File: config.mk
export PLATFORM = sky130hd
export DESIGN_NAME = spi_target
export DESIGN_NICKNAME = d
export VERILOG_FILES = /design/src/rtl/spi_target_pkg.sv /design/src/rtl/spi_sync.sv /design/src/rtl/spi_target.sv
export SDC_FILE = /design/constraint.sdc
export NUM_CORES = 1
export LEC_CHECK = 0
export CAP_MARGIN = 20
export CORE_MARGIN = 2
export CORE_UTILIZATION = 25
export DETAILED_ROUTE_END_ITERATION = 7
export PLACE_DENSITY = 0.51
export SYNTH_ARGS = -nofsm -noshare
export SYNTH_HDL_FRONTEND = slang
export SYNTH_SLANG_ARGS = --single-unit
File: constraint.sdc
create_clock -name clk -period 2.05 [get_ports clk]
set_input_delay 0.205 -clock clk [delete_from_list [all_inputs] [get_ports clk]]
set_output_delay 0.205 -clock clk [all_outputs]
set_load 0.01 [all_outputs]
File: src/rtl/spi_target_pkg.sv
// Shared SPI definitions: mode bit positions and target FSM states.
// Imported by the target engine, the master engine and config decode.
package spi_target_pkg;

    localparam int CPOL_BIT = 1;
    localparam int CPHA_BIT = 0;

    typedef enum logic {
        ST_IDLE,
        ST_ACTIVE
    } spi_state_e;

endpackage

File: src/rtl/spi_sync.sv
// Multi-flop synchroniser for an asynchronous single-bit input.
// Reset value is a parameter so idle-high lines (cs_n) reset inactive.
module spi_sync #(
    parameter int unsigned STAGES  = 2,
    parameter logic        RST_VAL = 1'b0
) (
    input  logic clk_i,
    input  logic rst_ni,
    input  logic d_i,
    output logic q_o
);

    logic [STAGES-1:0] sync_q;

    always_ff @(posedge clk_i or negedge rst_ni) begin
        if (!rst_ni) begin
            sync_q <= {STAGES{RST_VAL}};
        end else begin
            sync_q <= {sync_q[STAGES-2:0], d_i};
        end
    end

    assign q_o = sync_q[STAGES-1];

endmodule

File: src/rtl/spi_target.sv
// SPI target engine: oversampled sclk/cs_n/mosi, MSB-first shifters,
// all four CPOL/CPHA modes, tx underflow sends all ones.
module spi_target
    import spi_target_pkg::*;
#(
    parameter int DATA_W      = 8,
    parameter int SYNC_STAGES = 2
) (
    input  logic              clk,
    input  logic              rst,
    input  logic [1:0]        mode,
    input  logic              sclk,
    input  logic              cs_n,
    input  logic              mosi,
    output logic              miso,
    output logic              miso_oe,
    input  logic [DATA_W-1:0] tx_data,
    input  logic              tx_valid,
    output logic              tx_ready,
    output logic [DATA_W-1:0] rx_data,
    output logic              rx_valid,
    output logic              tx_unf
);

    localparam int CNT_W = $clog2(DATA_W + 1);
    localparam logic [CNT_W-1:0] LAST_BIT = CNT_W'(DATA_W - 1);

    logic sclk_s, cs_s, mosi_s;

    spi_sync #(.STAGES(SYNC_STAGES), .RST_VAL(1'b0)) u_sync_sclk (
        .clk_i(clk), .rst_ni(rst), .d_i(sclk), .q_o(sclk_s)
    );
    spi_sync #(.STAGES(SYNC_STAGES), .RST_VAL(1'b1)) u_sync_cs (
        .clk_i(clk), .rst_ni(rst), .d_i(cs_n), .q_o(cs_s)
    );
    spi_sync #(.STAGES(SYNC_STAGES), .RST_VAL(1'b0)) u_sync_mosi (
        .clk_i(clk), .rst_ni(rst), .d_i(mosi), .q_o(mosi_s)
    );

    spi_state_e        state_q, state_d;
    logic [1:0]        mode_q, mode_d;
    logic [CNT_W-1:0]  bit_cnt_q, bit_cnt_d;
    logic [DATA_W-1:0] rx_shift_q, rx_shift_d;
    logic [DATA_W-1:0] rx_data_q, rx_data_d;
    logic              rx_valid_q, rx_valid_d;
    logic [DATA_W-1:0] tx_shift_q, tx_shift_d;
    logic              sampled_q, sampled_d;
    logic              sclk_prev_q, cs_prev_q;

    logic sclk_rise, sclk_fall, cs_fall, cs_rise;
    logic lead_ev, trail_ev, sample_ev, drive_ev;
    logic load;
    logic [DATA_W-1:0] rx_next;

    assign sclk_rise = sclk_s & ~sclk_prev_q;
    assign sclk_fall = ~sclk_s & sclk_prev_q;
    assign cs_fall   = cs_prev_q & ~cs_s;
    assign cs_rise   = ~cs_prev_q & cs_s;

    // Edge roles come from the mode latched at cs_n assertion
    assign lead_ev   = mode_q[CPOL_BIT] ? sclk_fall : sclk_rise;
    assign trail_ev  = mode_q[CPOL_BIT] ? sclk_rise : sclk_fall;
    assign sample_ev = mode_q[CPHA_BIT] ? trail_ev : lead_ev;
    assign drive_ev  = mode_q[CPHA_BIT] ? lead_ev : trail_ev;
    assign rx_next   = {rx_shift_q[DATA_W-2:0], mosi_s};

    always_comb begin
        state_d    = state_q;
        mode_d     = mode_q;
        bit_cnt_d  = bit_cnt_q;
        rx_shift_d = rx_shift_q;
        rx_data_d  = rx_data_q;
        rx_valid_d = 1'b0;
        tx_shift_d = tx_shift_q;
        sampled_d  = sampled_q;
        load       = 1'b0;
        tx_ready   = 1'b0;
        tx_unf     = 1'b0;
        unique case (state_q)
            ST_IDLE: begin
                if (cs_fall) begin
                    state_d   = ST_ACTIVE;
                    mode_d    = mode;
                    bit_cnt_d = '0;
                    load      = 1'b1;
                end
            end
            ST_ACTIVE: begin
                if (sample_ev) begin
                    rx_shift_d = rx_next;
                    sampled_d  = 1'b1;
                    if (bit_cnt_q == LAST_BIT) begin
                        rx_data_d  = rx_next;
                        rx_valid_d = 1'b1;
                        bit_cnt_d  = '0;
                        load       = ~cs_rise;
                    end else begin
                        bit_cnt_d = bit_cnt_q + 1'b1;
                    end
                end else if (drive_ev && sampled_q) begin
                    tx_shift_d = {tx_shift_q[DATA_W-2:0], 1'b1};
                end
                if (cs_rise) begin
                    state_d   = ST_IDLE;
                    bit_cnt_d = '0;
                end
            end
        endcase
        // A reload holds the new MSB through the next drive edge
        if (load) begin
            sampled_d  = 1'b0;
            tx_shift_d = tx_valid ? tx_data : '1;
            tx_ready   = tx_valid;
            tx_unf     = ~tx_valid;
        end
    end

    always_ff @(posedge clk or negedge rst) begin
        if (!rst) begin
            state_q     <= ST_IDLE;
            mode_q      <= '0;
            bit_cnt_q   <= '0;
            rx_shift_q  <= '0;
            rx_data_q   <= '0;
            rx_valid_q  <= 1'b0;
            tx_shift_q  <= '1;
            sampled_q   <= 1'b0;
            sclk_prev_q <= 1'b0;
            cs_prev_q   <= 1'b1;
        end else begin
            state_q     <= state_d;
            mode_q      <= mode_d;
            bit_cnt_q   <= bit_cnt_d;
            rx_shift_q  <= rx_shift_d;
            rx_data_q   <= rx_data_d;
            rx_valid_q  <= rx_valid_d;
            tx_shift_q  <= tx_shift_d;
            sampled_q   <= sampled_d;
            sclk_prev_q <= sclk_s;
            cs_prev_q   <= cs_s;
        end
    end

    assign miso     = tx_shift_q[DATA_W-1];
    assign miso_oe  = (state_q == ST_ACTIVE);
    assign rx_data  = rx_data_q;
    assign rx_valid = rx_valid_q;

endmodule

==> parameters.txt <==
Parameter                              Value

Status
  Status ... finished, final reports clean

Global route
  Pin count of the biggest net entering global routing ... 41
  First-pass GRT wire length ... 5706 um
  Remaining global-route overflow ... 0
  Via count of the first global-routing pass ... 1241
  Global-route total usage across every layer ... 9.762%
  Initial antenna violation count ... 0

Synthesis
  Post-synthesis cell count ... around 140
  Count of flip-flops with a built-in enable after synthesis ... 0
  Synth Area per Inst ... 12.30 um^2
  Area share of fa/ha/maj cells after synthesis ... 0.7112%
  Fraction of the mapped netlist area in compound gates ... between 10% and 20%
  Count of warnings emitted by yosys ... 0
  Xor/xnor cell area share of the yosys netlist ... less than 1%
  Sequential-to-total area share from yosys stat ... 57.68%
  Post-Syn Nets ... 160
  Post-synthesis mux area share ... between 10 and 15%
  Number of distinct library cells after synthesis ... 33
  Post-synthesis cell area ... 1759 um^2
  Most instantiated flip-flop cell in the synthesis netlist ... sky130_fd_sc_hd__dfrtp_1
  Dominant combinational cell family by area after synthesis ... multiplexers
  Fraction of the mapped netlist area in simple logic gates ... approximately 12%
  Number of flip-flops and latches in the synthesized netlist ... 40
  Proportion of register bits with asynchronous set or reset after synthesis ... 100.0%

Floorplanning
  Horizontal die dimension ... 87.89 um
  Die Y-Extent ... 87.89 um
  Die footprint ... ~7700 um^2
  Core Area ... approximately 6800 um^2
  Starting utilization of the core area ... 25.89%
  Number of I/O pins ... 29
  Placement row count ... 30

CTS
  Max Buffers Root-to-Sink ... 2
  Total clock buffers created by CTS ... 5
  Sink Count ... 40
  CTS HTree Levels ... 2
  Clock Pin Slew Worst Setup and Hold Paths ... 0.08 ns
  TritonCTS clock tree ... done
  Buffer type at the clock tree root ... sky130_fd_sc_hd__clkbuf_8
  Clk_lat worst skew ... 0.29 ns

STA
  Final max-slew violation count ... 0
  Number of setup violations in the final report ... 0
  Transition time of the tightest slew-check pin ... 0.5185 ns
  Hold Fails Final Rpt ... 0
  Highest achievable clock rate ... 0.5082 GHz
  Clock skew ... 0.006134 ns
  Period minus WS final ... around 2.0 ns
  Worst-case headroom to the max-slew limit ... 65.44%
  Setup Total Neg Slack ... 0 ns
  Period utilization ... 95.99%

Final layout
  Net count, final ... roughly 210
  Area growth from synthesis to layout ... 36.56%
  Multi-input combinational cell area ... 696.9 um^2
  Fraction of layout cells with a size suffix above 1 ... 33.85%
  Antenna Diode Count ... 0
  Number of fill cells in the layout ... approximately 670
  Register cell area after layout ... 1015 um^2
  Utilization after layout ... 35.36%

Setup path
  Worst setup path category ... flop to primary output
  Required time of the worst setup path ... 1.85 ns
  Setup crit end ... tx_unf
  Slowest stage cell, crit path ... sky130_fd_sc_hd__dfrtp_1
  Cells traversed along the worst timing path ... xnor2_2, mux2_4, nor3_4, a211oi_4, nor2_1, clkbuf_2
  Start point of the critical path ... mode_q[1]
  Worst Path Arrival ... 1.76 ns
  CP max FO ... 3
  CP max stage delay ... slightly above 0.4 ns
  Reg2reg path depth ... 8
  Reg-to-Reg End ... tx_shift_q[0]
  Worst R2R Setup Slack ... approximately 0.15 ns
  Crit path capture type ... primary output
  Launching point of the worst reg2reg path ... mode_q[1]
  Element type at the critical path start ... flop

Pwr
  Static leakage ... 1.027 nW
  Maximum resistive drop on vdd ... 0.3269 mV
  Power per cell area ... 973.0 nW/um^2

Route
  Wirelength, routed ... 3308 um
  Remaining antenna violation count after routing ... 0
  Via density per instance ... 4.191
  Initial drt markers ... 44
  Post-route DRC ... 0
  Vias post-DR ... 1207
  Drt wl/cell ... 11.49 um
  Drt first pass iters ... 4

Worst hold path
  Type of the worst min-delay path ... input port to flop

Flow run
  Count of max-cap constraint violations ... 0

Placed design
  Detailed placer's ending HPWL ... 2285 um
  Number of buffers added on ports ... 28
  GPL Wtd Cong ... 0.7176
-- registers in the layout (all words and copies together), names as in the netlist --
signal,count
u_sync_sclk.sync_q,2
sclk_prev_q,1
rx_data,8
miso_oe,1
tx_shift_q,8
u_sync_mosi.sync_q,2
bit_cnt_q,4
cs_prev_q,1
rx_shift_q,7
u_sync_cs.sync_q,2
sampled_q,1
mode_q,2
rx_valid,1
-- cells in the final DEF (no fill, tap or decap), types with 2 or more instances in the layout --
cell type,netlist,layout
sky130_fd_sc_hd__a211oi_4,1,2
sky130_fd_sc_hd__nand2b_1,5,5
sky130_fd_sc_hd__mux2_2,17,17
sky130_fd_sc_hd__clkdlybuf4s50_1,0,25
sky130_fd_sc_hd__a21oi_1,4,4
sky130_fd_sc_hd__nor2_1,14,14
sky130_fd_sc_hd__nand3_1,2,2
sky130_fd_sc_hd__inv_1,10,10
sky130_fd_sc_hd__buf_4,1,15
sky130_fd_sc_hd__dfrtp_1,29,29
sky130_fd_sc_hd__buf_2,0,2
sky130_fd_sc_hd__nand3b_1,5,5
sky130_fd_sc_hd__dfstp_2,11,11
sky130_fd_sc_hd__a31oi_1,2,2
sky130_fd_sc_hd__nand2_1,12,12
sky130_fd_sc_hd__a211oi_1,4,4
sky130_fd_sc_hd__clkbuf_8,0,6
sky130_fd_sc_hd__o221ai_1,6,6
-- critical path: cells and delay by family, from the launching register on --
family                    cells  cell delay (ns)
and+or+nand+nor               2             0.31
xor gates and xnor gates      1             0.20
AOI/OAI and AO/OA             1             0.06
DFF                           1             0.41
muxes                         1             0.35
buffers and inverters         1             0.13
-- final cells by class --
cell class,count,share of cell area [%]
multi-input cells,88,29.01
clock inverters,2,1.615
flip-flops and latches,40,42.24
clock buffers,6,3.438
inverters,11,1.719
repair buffers,45,16.98
well taps,96,5.000
-- per-layer routing --
| metal | vias to the layer above | wire length [um] | global-route usage (%) |
|---|---|---|---|
| met5 | - | 0 | 0 |
| met4 | 0 | 57 | 4.196 |
| met3 | 4 | 168 | 3.770 |
| met2 | 25 | 1470 | 15.22 |
| met1 | 579 | 1611 | 12.07 |
| li1 | 599 | - | - |
-- cells in the mapped netlist (4+ instances only) --
library cell / count / area [um^2]
sky130_fd_sc_hd__o221ai_1: 6 / 52.55
sky130_fd_sc_hd__a211oi_1: 4 / 30.03
sky130_fd_sc_hd__inv_1: 10 / 37.54
sky130_fd_sc_hd__a21oi_1: 4 / 20.02
sky130_fd_sc_hd__nand2b_1: 5 / 31.28
sky130_fd_sc_hd__nand3b_1: 5 / 37.54
sky130_fd_sc_hd__mux2_2: 17 / 191.4
sky130_fd_sc_hd__nand2_1: 12 / 45.04
sky130_fd_sc_hd__dfrtp_1: 29 / 725.7
sky130_fd_sc_hd__dfstp_2: 11 / 289.0
sky130_fd_sc_hd__nor2_1: 14 / 52.55
-- worst min-delay path by stage --
stage | to | depth (start not counted) | slack, ns | from
3_3_place_gp | sampled_q | 2 | 0.30 | rst
2_1_floorplan | bit_cnt_q[0] | 0 | -0.09 | rst
4_1_cts | u_sync_cs.sync_q[0] | 1 | 0.31 | cs_n
3_5_place_dp | sclk_prev_q | 2 | 0.31 | rst
5_1_grt | u_sync_cs.sync_q[0] | 1 | 0.32 | cs_n
6_report | u_sync_cs.sync_q[0] | 1 | 0.31 | cs_n
-- logic make-up after synthesis --
| group | Yosys count |
|---|---|
| AOI/OAI and AO/OA | 23 |
| and+or+nand+nor | 43 |
| buffers and inverters | 15 |
| adders and majority gates | 1 |
| DFF | 40 |
| muxes | 20 |
| xor gates and xnor gates | 1 |
-- power by group --
part	total (mW)	internal (mW)	switching [mW]
logic	0.558	0.328	0.229
registers	1.10	1.00	0.103
clock network	0.676	0.398	0.278
total	2.34	1.73	0.611
-- through the flow --
| stage | setup WS (ns) | cells | power (mW) | area (um^2) | hold slack (ns) |
|---|---|---|---|---|---|
| floorplan | 0.1469 | 143 | 1.451 | 1759 | -0.09059 |
| global placement | 0.08144 | 276 | 1.641 | 2238 | 0.3013 |
| detailed placement | 0.04296 | 276 | 1.654 | 2238 | 0.3105 |
| CTS | 0.01882 | 288 | 2.372 | 2409 | 0.3062 |
| global route | -0.006079 | 288 | 2.500 | 2402 | 0.3194 |
| finish | 0.08221 | 288 | 2.337 | 2402 | 0.3127 |
-- timing repair --
action,4_1_cts,5_1_grt
setup endpoints to repair,2,10
pin swaps,2,3
gates resized for setup,7,5
hold buffers,1,0
setup buffers,3,0
endpoints found under the hold margin,29,0
(Power assumes the default switching activity.)
==> variant 1 (config.mk and constraints unchanged) <==
`DATA_W`: 8 -> 4.
--- a/src/rtl/spi_target.sv
+++ b/src/rtl/spi_target.sv
@@ -3,7 +3,7 @@
 module spi_target
     import spi_target_pkg::*;
 #(
-    parameter int DATA_W      = 8,
+    parameter int DATA_W      = 4,
     parameter int SYNC_STAGES = 2
 ) (
     input  logic              clk,
Interface: changed (resized rx_data and tx_data); port bits go from 29 to 21. The function was not compared with the original's and may differ.
==> variant 1 against the unedited design <==
  * Total power decreased by 30%
  * Fmax increased by 0.60%
  * Area after synthesis decreased by 33%
  * Critical path depth unchanged
  * Via count decreased by 37%
  * Design area decreased by 35%
  * Register-to-register slack got worse by 0.06 ns
  * Routed wire length decreased by 35%
  * Sequential cell count decreased by 13
  * Worst setup slack improved by 0.012 ns
  * Non-clock buffer count decreased by 15
  * Critical path type is now flop to flop
  * Critical endpoint is now tx_shift_q[3]
==> variant 1: results (changes against the unedited design) <==
| Group | Parameter | This run | Delta |
| --- | --- | --- | --- |
| detailed routing | Number of search-and-repair iterations in the first detailed-routing pass | 6 | was 4 |
| detailed routing | Met1 Wirelength | 958 um | was 1611 um |
| global routing | Largest net degree at the start of global routing | 28 | was 41 |
| global routing | Via count of the first global-routing pass | 887 | was 1241 |
| worst hold path | Worst hold path class | input port to async pin | was input port to flop |
| yosys | Synthesized netlist net count | 100 | was 160 |
| timing | Relative slew margins | 77.32% | was 65.44% |
| detailed routing | Met2 wire length | 1074 um | was 1470 um |
| clock tree | Cts bufs inserted | 3 | was 5 |
| worst setup path | Worst-path fanout max | 4 | was 3 |
| global routing | First-pass GRT wire length | 3850 um | was 5706 um |
| yosys | Xor/xnor share of the synthesized area | 1.383% | was 0.9246% |
| place | Cell Area, Placed | 1513 sq um | was 2238 sq um |
| clock tree | H-tree levels | 1 | was 2 |
| yosys | Count of unique library cells instantiated by Yosys | 25 | was 33 |
| yosys | Syn Area/Cell | 13.52 sq um | was 12.30 sq um |
| place | Global placer's final weighted congestion | 0.7071 | was 0.7176 |
| power | Peak supply drop | 0.6016 mV | was 0.3269 mV |
| clock tree | Worst-Skew Late Latency | 0.27 ns | was 0.29 ns |
| global routing | Met2 Track Usage GR | 16.97% | was 15.22% |
| detailed routing | Vias | 760 | was 1207 |
| finish | Post-layout nets | 134 | was 208 |
| yosys | Top cells by area in the synthesized netlist | dfrtp_1 43%, dfstp_2 16%, mux2_2 11% | was dfrtp_1 41%, dfstp_2 16%, mux2_2 11% |
| yosys | Adder-cell share of the synthesized area | 1.064% | was 0.7112% |
| finish | Proportion of layout cells with a drive suffix above 1 | 35.83% | was 33.85% |
| finish | Fillers | 447 | was 673 |
| power | Internal power consumption | 1.166 mW | was 1.727 mW |
| worst setup path | Data arrival time of the critical path | 2.17 ns | was 1.76 ns |
| yosys | Post-synthesis sequential area ratio | 58.19% | was 57.68% |
| worst setup path | Kind of cell adding the most delay to the critical path | multiplexers | was flip-flops |
| place | Number of placed cells counting well taps | 168 | was 276 |
| detailed routing | Highest Signal Layer | met3 | was met4 |
| detailed routing | Wire length on met3 | 117 um | was 168 um |
| timing | Final setup skew | 0.002937 ns | was 0.006134 ns |
| yosys | Multiplexer share of the synthesized area | 18.09% | was 13.58% |
| global routing | M3 GR Usage | 2.901% | was 3.770% |
| place | Final HPWL from detailed placement | 1600 um | was 2285 um |
| outcome | Outcome | completed | unchanged |
| timing | Worst Hold Margin | 0.2973 ns | was 0.3127 ns |
| detailed routing | Final wirelength | 2151 um | was 3308 um |
| global routing | Global-route track usage on met1 | 10.83% | was 12.07% |
## variant 1: what timing repair did
action,in CTS,in global routing
setup buffers,1,0
endpoints found under the setup margin,2,4
pin swaps,2,2
resized for setup,6,5
## variant 1: power by group through the flow
| stage | registers [mW] | clock network [mW] | logic, mW |
|---|---|---|---|
| after floorplan | 0.795 | 0 | 0.290 |
| after global placement | 0.783 | 0 | 0.512 |
| after detailed placement | 0.791 | 0 | 0.524 |
| after CTS | 0.782 | 0.324 | 0.532 |
| after global routing | 0.805 | 0.351 | 0.590 |
| final | 0.779 | 0.308 | 0.539 |
## variant 1: area by class of cell
class	count	area (sq um)	share of cell area [%]
Multi-Input combinational cell	56	488.0	31.15
Inverter	3	11.26	0.7189
Clock buffer	3	41.29	2.636
Sequential cell	27	684.4	43.69
Tap cell	52	65.06	4.153
Timing Repair Buffer	30	269.0	17.17
Clock inverter	1	7.507	0.4792
==> variant 2 (config.mk and constraints unchanged) <==
Made on the original files. Compare `bit_cnt_q` against `LAST_BIT` with >= in place of ==.
--- a/src/rtl/spi_target.sv
+++ b/src/rtl/spi_target.sv
@@ -89,7 +89,7 @@
                 if (sample_ev) begin
                     rx_shift_d = rx_next;
                     sampled_d  = 1'b1;
-                    if (bit_cnt_q == LAST_BIT) begin
+                    if (bit_cnt_q >= LAST_BIT) begin
                         rx_data_d  = rx_next;
                         rx_valid_d = 1'b1;
                         bit_cnt_d  = '0;
Check against the original RTL: same outputs for any inputs over 10 cycles, from zero or initial values and one cycle with rst low; that may be too few to reach the edited logic, so the function may still have changed.
==> variant 2 against the unedited design <==
  * Area after synthesis shrank 0.71%
  * Critical path type is now flop to flop
  * Sequential cell count is the same
  * Total power shrank 8.1%
  * Sequential power is essentially flat
  * Worst setup slack lost 0.034 ns
  * Routed wire length shrank 4.2%
  * Clock skew shrank 0.0034 ns
  * Design area shrank 1.9%
==> variant 2: results (changes against the unedited design) <==
| Group | Parameter | This run | Delta |
| --- | --- | --- | --- |
| outcome | Outcome | completed | unchanged |
| worst setup path | Data arrival time of the critical path | 2.22 ns | was 1.76 ns |
| worst hold path | Worst hold path class | input port to async pin | was input port to flop |
| detailed routing | Iteration-0 DRC Markers | 27 | was 44 |
| yosys | Adder-cell share of the synthesized area | 1.289% | was 0.7112% |
| place | Number of placed cells counting well taps | 250 | was 276 |
| global routing | M3 GR Usage | 3.205% | was 3.770% |
| finish | Fillers | 666 | was 673 |
| yosys | Top cells by area in the synthesized netlist | dfrtp_1 42%, dfstp_2 17%, mux2_2 15% | was dfrtp_1 41%, dfstp_2 16%, mux2_2 11% |
| finish | Buffer share of cell area | 16.61% | was 16.98% |
| place | Final HPWL from detailed placement | 2266 um | was 2285 um |
| worst setup path | CP startpoint | mode_q[0] | was mode_q[1] |
| global routing | Met2 Track Usage GR | 15.01% | was 15.22% |
| yosys | Post-synthesis sequential area ratio | 58.09% | was 57.68% |
| yosys | Yosys top cell area share | 41.55% | was 41.25% |
| place | Cell Area, Placed | 2202 sq um | was 2238 sq um |
| finish | Sequential portion of the cell area | 43.05% | was 42.24% |
| power | Peak supply drop | 0.4255 mV | was 0.3269 mV |
| timing | Relative slew margins | 42.43% | was 65.44% |
| finish | Post-route insts no fill | 261 | was 288 |
| yosys | Synthesized netlist net count | 137 | was 160 |
| worst setup path | Kind of cell adding the most delay to the critical path | multiplexers | was flip-flops |
| finish | Number of ordinary inverters in the final layout | 5 | was 11 |
| finish | Non-Clock Buffer Count | 40 | was 45 |
| finish | Clk cell area share | 4.140% | was 5.052% |
| finish | Multi-input logic portion of the cell area | 30.31% | was 29.01% |
| global routing | Via count of the first global-routing pass | 1196 | was 1241 |
| worst setup path | Number of cell instances on the worst register-to-register path | 7 | was 8 |
| yosys | Xor/xnor share of the synthesized area | 0.9312% | was 0.9246% |
| yosys | Multiplexer share of the synthesized area | 24.86% | was 13.58% |
| yosys | Gate Count Post-Synth | 120 | was 143 |
| power | P_leak | 1.030 nW | was 1.027 nW |
| yosys | Most numerous cell types in the synthesized netlist | 29 x dfrtp_1, 24 x mux2_2, 11 x dfstp_2, 11 x nand2b_1, 8 x mux2_4 | was 29 x dfrtp_1, 17 x mux2_2, 14 x nor2_1, 12 x nand2_1, 11 x dfstp_2 |
[variant 2: logic make-up after synthesis]
group / after synthesis
adder cells (fa/ha/maj): 2
AO/OA/AOI/OAI: 10
multiplexers: 35
buffers and inverters: 8
AND/OR/NAND/NOR: 24
XOR/XNOR: 1
flip-flops: 40
[variant 2: worst max path at each step]
stage,endpoint,cells past startpoint
detailed placement,tx_ready,5
floorplan,tx_shift_q[1],6
global route,tx_shift_q[6],7
CTS,tx_unf,5
finish,tx_shift_q[6],7
global placement,tx_ready,5
[variant 2: where the power goes]
group	switching, mW	internal [mW]
sequential	0.100	0.997
clock	0.273	0.272
combinational	0.170	0.334
[variant 2: per-layer routing]
metal  vias to the layer above  share of wire [%]
li1                        510                  -
met1                       528                 46
met2                        23                 49
met3                         2                4.3
met4                         0               0.19
met5                         -                  0
[variant 2: repair_timing]
action,4_1_cts,5_1_grt
resized for setup,7,12
endpoints found under the setup margin,2,9
setup buffers,2,1
pin swaps,2,1
hold endpoints to repair,0,0
